`config.mk`:
```
export PLATFORM = sky130hd
export DESIGN_NAME = multi_dma_controller
export DESIGN_NICKNAME = d
export VERILOG_FILES = /design/src/rtl/dma_pkg.sv /design/src/rtl/dma_channel_regs.sv /design/src/rtl/multi_dma_controller.sv
export SDC_FILE = /design/constraint.sdc
export NUM_CORES = 1
export LEC_CHECK = 0
export CORE_AREA = 2 2 117 107
export CTS_CLUSTER_SIZE = 14
export DETAILED_ROUTE_END_ITERATION = 6
export DIE_AREA = 0 0 119 109
export PLACE_DENSITY_LB_ADDON = 0.1
export SKIP_LAST_GASP = 1
export SLEW_MARGIN = 20
export SYNTH_ARGS = -nofsm -noshare
export SYNTH_HDL_FRONTEND = slang
export SYNTH_SLANG_ARGS = --single-unit
```
`constraint.sdc`:
```
create_clock -name clk -period 5 [get_ports clk]
set_input_delay 1 -clock clk [delete_from_list [all_inputs] [get_ports clk]]
set_output_delay 1 -clock clk [all_outputs]
set_load 0.01 [all_outputs]
```
`src/rtl/dma_pkg.sv`:
```
// Shared types for the multi-channel DMA engine: controller states and channel transfer modes.
package dma_pkg;

    typedef enum logic [2:0] {
        IDLE  = 3'd0,
        HALT  = 3'd1,
        ALIGN = 3'd2,
        READ  = 3'd3,
        WRITE = 3'd4
    } dma_state_t;

    typedef enum logic {
        MODE_COPY  = 1'b0,
        MODE_FETCH = 1'b1
    } dma_mode_t;

endpackage

```
`src/rtl/dma_channel_regs.sv`:
```
// Per-channel request state: start edge detect, latched transfer parameters,
// byte index counter and busy/last flags.
module dma_channel_regs
    import dma_pkg::*;
#(
    parameter int ADDR_W = 16,
    parameter int LEN_W  = 8
) (
    input  logic              clk,
    input  logic              reset_n,
    input  logic              en,
    input  logic              start,
    input  logic [ADDR_W-1:0] src_in,
    input  logic [ADDR_W-1:0] dst_in,
    input  logic [LEN_W-1:0]  len_in,
    input  logic              mode_in,
    input  logic              step,
    output logic              busy,
    output logic              last,
    output logic [ADDR_W-1:0] rd_addr,
    output logic [ADDR_W-1:0] dst,
    output dma_mode_t         mode
);

    logic              start_prev;
    logic              trigger;
    logic [ADDR_W-1:0] src;
    logic [LEN_W-1:0]  len_q;
    logic [LEN_W-1:0]  index;

    // A retrigger while busy (including the completion cycle) is ignored.
    assign trigger = en & start & ~start_prev & ~busy;
    assign last    = (index == len_q);
    assign rd_addr = src + ADDR_W'(index);

    always_ff @(posedge clk or negedge reset_n) begin
        if (!reset_n) begin
            start_prev <= 1'b0;
            busy       <= 1'b0;
            src        <= '0;
            dst        <= '0;
            len_q      <= '0;
            index      <= '0;
            mode       <= MODE_COPY;
        end else if (en) begin
            start_prev <= start;
            if (trigger) begin
                src   <= src_in;
                dst   <= dst_in;
                len_q <= len_in;
                mode  <= dma_mode_t'(mode_in);
                index <= '0;
                busy  <= 1'b1;
            end else if (step) begin
                if (last) begin
                    busy <= 1'b0;
                end else begin
                    index <= index + 1'b1;
                end
            end
        end
    end

endmodule

```
`src/rtl/multi_dma_controller.sv`:
```
// Multi-channel DMA engine: fixed-priority channels (ch0 highest) share one bus,
// copying (read then write) or fetching (read only) bytes on get/put aligned cycles.
module multi_dma_controller
    import dma_pkg::*;
#(
    parameter int NUM_CH = 2,
    parameter int ADDR_W = 16,
    parameter int LEN_W  = 8,
    localparam int CH_W  = (NUM_CH > 1) ? $clog2(NUM_CH) : 1
) (
    input  logic                     clk,
    input  logic                     reset_n,
    input  logic                     cpu_en,
    input  logic                     stop,
    input  logic [NUM_CH-1:0]        start,
    input  logic [NUM_CH*ADDR_W-1:0] src_addr,
    input  logic [NUM_CH*ADDR_W-1:0] dst_addr,
    input  logic [NUM_CH*LEN_W-1:0]  len,
    input  logic [NUM_CH-1:0]        mode,
    input  logic [7:0]               rdata,
    output logic                     dma,
    output logic [ADDR_W-1:0]        addr,
    output logic                     read,
    output logic                     write,
    output logic [7:0]               wdata,
    output logic                     fetch_vld,
    output logic [7:0]               fetch_data,
    output logic [CH_W-1:0]          fetch_ch,
    output logic [NUM_CH-1:0]        busy,
    output logic [NUM_CH-1:0]        done
);

    logic              en;
    dma_state_t        state, state_nxt;
    logic              phase;
    logic              arb;
    logic              any_avail;
    logic              byte_done;
    logic [CH_W-1:0]   cur_ch, next_ch;
    logic [7:0]        byte_p1;
    logic              fetch_vld_p1;
    logic [CH_W-1:0]   fetch_ch_p1;
    logic [NUM_CH-1:0] busy_vec, last_vec, step_vec, done_vec;
    logic [ADDR_W-1:0] ch_rd_addr [NUM_CH];
    logic [ADDR_W-1:0] ch_dst     [NUM_CH];
    dma_mode_t         ch_mode    [NUM_CH];
    dma_mode_t         cur_mode;

    assign en       = cpu_en & ~stop;
    assign cur_mode = ch_mode[cur_ch];

    for (genvar g = 0; g < NUM_CH; g++) begin : g_ch
        dma_channel_regs #(
            .ADDR_W (ADDR_W),
            .LEN_W  (LEN_W)
        ) u_regs (
            .clk     (clk),
            .reset_n (reset_n),
            .en      (en),
            .start   (start[g]),
            .src_in  (src_addr[g*ADDR_W +: ADDR_W]),
            .dst_in  (dst_addr[g*ADDR_W +: ADDR_W]),
            .len_in  (len[g*LEN_W +: LEN_W]),
            .mode_in (mode[g]),
            .step    (step_vec[g]),
            .busy    (busy_vec[g]),
            .last    (last_vec[g]),
            .rd_addr (ch_rd_addr[g]),
            .dst     (ch_dst[g]),
            .mode    (ch_mode[g])
        );
    end

    // A byte completes on its WRITE (copy) or on its READ (fetch).
    assign byte_done = en & ((state == WRITE) | ((state == READ) & (cur_mode == MODE_FETCH)));
    assign done_vec  = step_vec & last_vec;

    // A channel finishing this cycle is no longer a candidate at the arbitration point.
    always_comb begin
        step_vec  = '0;
        any_avail = 1'b0;
        next_ch   = '0;
        for (int i = 0; i < NUM_CH; i++) begin
            step_vec[i] = byte_done && (cur_ch == CH_W'(i));
        end
        for (int i = NUM_CH - 1; i >= 0; i--) begin
            if (busy_vec[i] && !(step_vec[i] && last_vec[i])) begin
                any_avail = 1'b1;
                next_ch   = CH_W'(i);
            end
        end
    end

    // READ is only launched from a phase-0 cycle; otherwise spend one ALIGN cycle.
    always_comb begin
        state_nxt = state;
        arb       = 1'b0;
        case (state)
            IDLE:        if (|busy_vec) state_nxt = HALT;
            HALT, ALIGN: arb = 1'b1;
            READ:        if (cur_mode == MODE_COPY) state_nxt = WRITE; else arb = 1'b1;
            WRITE:       arb = 1'b1;
            default:     state_nxt = IDLE;
        endcase
        if (arb) begin
            if (!any_avail) begin
                state_nxt = IDLE;
            end else if (phase) begin
                state_nxt = ALIGN;
            end else begin
                state_nxt = READ;
            end
        end
    end

    always_ff @(posedge clk or negedge reset_n) begin
        if (!reset_n) begin
            state  <= IDLE;
            phase  <= 1'b0;
            cur_ch <= '0;
        end else if (en) begin
            state <= state_nxt;
            phase <= ~phase;
            if (arb && any_avail) begin
                cur_ch <= next_ch;
            end
        end
    end

    // Stage p1: byte captured in READ, presented as write data or fetch result.
    always_ff @(posedge clk or negedge reset_n) begin
        if (!reset_n) begin
            byte_p1      <= '0;
            fetch_vld_p1 <= 1'b0;
            fetch_ch_p1  <= '0;
        end else if (en) begin
            fetch_vld_p1 <= (state == READ) && (cur_mode == MODE_FETCH);
            if (state == READ) begin
                byte_p1     <= rdata;
                fetch_ch_p1 <= cur_ch;
            end
        end
    end

    always_comb begin
        case (state)
            READ:    addr = ch_rd_addr[cur_ch];
            WRITE:   addr = ch_dst[cur_ch];
            default: addr = '0;
        endcase
    end

    assign dma        = (state != IDLE);
    assign read       = en & (state == READ);
    assign write      = en & (state == WRITE);
    assign wdata      = byte_p1;
    assign fetch_data = byte_p1;
    assign fetch_vld  = en & fetch_vld_p1;
    assign fetch_ch   = fetch_ch_p1;
    assign busy       = busy_vec;
    assign done       = done_vec;

endmodule
```
==> flow_metrics.py <==
metrics = {
    "run_status": {
        "outcome": "finished, final reports clean",
    },
    "synth": {
        "async_flop_share": 1.00,
        "syn_nets": 857,
        "synth_cell_types": 53,
        "syn_area_um2": 6450,
        "syn_area_per_cell_um2": 8.70,
        "synth-main-ff-cell": "dfrtp_1",
        "yosys_warnings": 0,
        "syn_inst": 741,
        "synth_edf_count": 0,
        "ys_ff_latch": 117,
        "yosysSeqAreaShare": 0.454,
    },
    "die": {
        "die_w_um": 119,
        "dieHeight_um": 109,
        "die_area_um2": 13000,
        "initial_core_util": 0.545,
        "num_rows": 38,
        "pin_count": 137,
        "fp.coreArea_um2": 11800,
    },
    "layout": {
        "syn_to_final_growth_pct": 32.0,
        "drive_gt1_frac": 0.0629,
        "n_antenna_cell": 0,
        "fin_nets": 978,
    },
    "power_and_ir_drop": {
        "power_density_nw_per_um2": 538,
        "power_leakage_nw": 4.19,
        "peakVddDrop_v": 0.000342,
        "finalPower_mw": 4.58,
    },
    "sta": {
        "post-route-min-period_ns": 4.35,
        "maxSlewHeadroom": 0.385,
        "setup_tns_ns": 0,
        "rsz0062_at_grt": "no",
        "slew_violations": 0,
        "whs_ns": 0.476,
        "period_share": 0.870,
        "final_hold_viol_count": 0,
        "final.setup_skew_ns": 0.00456,
        "fmax_ghz": 0.230,
        "setup_violations": 0,
        "worst_pin_slew_ns": 0.923,
    },
    "clock_tree": {
        "clock_latency_ns": 0.42,
        "cts_root_buf": "clkbuf_16",
        "path_clk_slew_ns": 0.05,
        "cts_buffer_depth": 2,
        "ctsHoldBuffers": 0,
        "h-tree-depth": 4,
        "cts_tree": "built",
        "cts.sinks": 117,
        "cts_buffers": 17,
        "post_cts.repair.setup_buffers": 0,
        "cts-resized-gates": 0,
    },
    "worst_setup_path": {
        "end_kind": "output pin",
        "crit_type": "reg2out",
        "r2r-end": "state[0]",
        "arrival_ns": 3.35,
        "r2r-start": "state[1]",
        "critPathMaxFanout": 7,
        "r2r_slack_ns": 2.48,
        "required_ns": 4.00,
        "rr_worst_depth": 6,
        "worstSetupStartpointType": "flip-flop",
    },
    "hold_path": {
        "min_path_cells": 2,
        "holdPathEnd": "g_ch[0].u_regs.dst[13]",
        "hold_path_class": "reg2reg",
        "min_from": "g_ch[0].u_regs.dst[13]",
    },
    "global_route": {
        "track_usage": 0.272,
        "grt_start_max_net_pins": 82,
        "grt_antenna_before_repair": 0,
        "first_global_vias": 5574,
        "grt_pass1_wl_mm": 27.5,
        "grt_overflow": 0,
    },
    "job": {
        "maxCapViolations": 0,
    },
    "placed_design": {
        "port_buffers": 136,
        "hpwl_mm": 11.8,
        "place_congestion": 0.901,
    },
    "detailed_routing": {
        "first_pass_iters": 5,
        "drtIter0Drc": 360,
        "ant_nets": 0,
        "vias_per_cell": 5.44,
        "dr_total_vias": 5629,
        "drc": 0,
        "routedWlPerCell_um": 16.4,
        "wl_mm": 16.9,
    },
}
==> cells by family (layout without fill, tap and decap cells) <==
family                   after synthesis  count (layout)  synth area share
AO/OA/AOI/OAI                         89              89            0.0984
XOR/XNOR                              51              51            0.0693
adder cells (fa/ha/maj)               20              20            0.0411
buffers and inverters                 54             187            0.0405
flip-flops                           117             117             0.454
multiplexers                          30              30            0.0485
AND/OR/NAND/NOR                      380             380             0.248
==> final cells by class <==
cell class / count / area, µm²
multi-input cells: 570 / 3260
fillers: 868 / 3330
clock buffers: 22 / 484
flip-flops and latches: 117 / 2930
repair buffers: 143 / 1420
inverters: 13 / 48.8
well taps: 160 / 200
clock inverters: 9 / 173
==> Yosys cell counts, types with 8 or more instances <==
cell / n / share of area
a21oi_1: 11 / 0.0085
and3_1: 8 / 0.0078
buf_4: 11 / 0.013
clkbuf_1: 26 / 0.015
dfrtp_1: 117 / 0.45
ha_1: 18 / 0.035
inv_1: 12 / 0.0070
mux2_2: 10 / 0.017
mux2i_1: 20 / 0.031
nand2_1: 271 / 0.16
nand3_1: 11 / 0.0085
nand4_1: 14 / 0.014
nor2_1: 36 / 0.021
nor3_1: 10 / 0.0078
o21ai_0: 13 / 0.010
o21ai_1: 12 / 0.0093
xnor2_1: 25 / 0.034
xor2_1: 26 / 0.035
==> where the power goes <==
group          internal, mW  switching (mW)  leakage [nW]  total [mW]
combinational         0.774           0.789          2.36        1.56
sequential             1.31           0.353          1.51        1.66
clock                 0.931           0.423         0.322        1.35
total                  3.01            1.57          4.19        4.58
==> metrics by stage <==
step | utilization | worst slack (ns) | std cells | cell area (µm²)
floorplan | - | 1.87 | 741 | 6450
detailed placement | 0.663 | 1.03 | 1003 | 7850
finish | 0.719 | 0.648 | 1034 | 8510
global placement | 0.663 | 1.06 | 1003 | 7850
global route | 0.719 | 0.410 | 1034 | 8510
CTS | 0.718 | 0.681 | 1034 | 8510
==> critical path, stage by stage (launching register included) <==
cell             delay (ns)
dfrtp_1                0.49
ha_1                   0.25
inv_1                  0.07
fa_1                   0.40
nor2b_1                0.23
o2111ai_1              0.16
nand3_1                0.19
nand4_1                0.13
xnor2_1                0.15
a221o_1                0.38
clkdlybuf4s50_1        0.49
==> worst max path at each step <==
stage / from / to / slack (ns) / depth (start not counted)
2_1_floorplan: g_ch[1].u_regs.index[0] / addr[10] / 1.87 / 9
3_3_place_gp: stop / done[1] / 1.06 / 6
3_5_place_dp: stop / read / 1.03 / 4
4_1_cts: g_ch[1].u_regs.index[0] / addr[14] / 0.68 / 10
5_1_grt: g_ch[1].u_regs.index[1] / addr[9] / 0.41 / 8
6_report: g_ch[1].u_regs.index[0] / addr[10] / 0.65 / 10
==> registers in the layout, indices dropped and copies added, names as in the netlist <==
| register | count |
|---|---|
| g_ch.u_regs.dst | 32 |
| g_ch.u_regs.src | 32 |
| g_ch.u_regs.index | 16 |
| g_ch.u_regs.len_q | 16 |
| fetch_data | 8 |
| state | 3 |
| g_ch.u_regs.busy | 2 |
| g_ch.u_regs.mode | 2 |
| g_ch.u_regs.start_prev | 2 |
| cur_ch | 1 |
| fetch_ch | 1 |
| fetch_vld_p1 | 1 |
| phase | 1 |
==> placed cells by master (no fill, tap or decap), types with 14 or more instances in the layout <==
| cell | instances |
|---|---|
| ha_1 | 18 |
| clkdlybuf4s50_1 | 135 |
| nor2_1 | 36 |
| mux2i_1 | 20 |
| xor2_1 | 26 |
| xnor2_1 | 25 |
| nand4_1 | 14 |
| nand2_1 | 271 |
| dfrtp_1 | 117 |
| clkbuf_16 | 17 |
==> layer usage <==
| metal | vias to the layer above | GRT usage | wire [µm] |
|---|---|---|---|
| met1 | 2728 | 0.353 | 7430 |
| met4 | 0 | 0.0765 | 242 |
| met5 | - | 0 | 0 |
| met3 | 21 | 0.0758 | 1100 |
| met2 | 171 | 0.453 | 8170 |
| li1 | 2709 | - | - |
No activity file was read; power rests on OpenSTA's default activity.
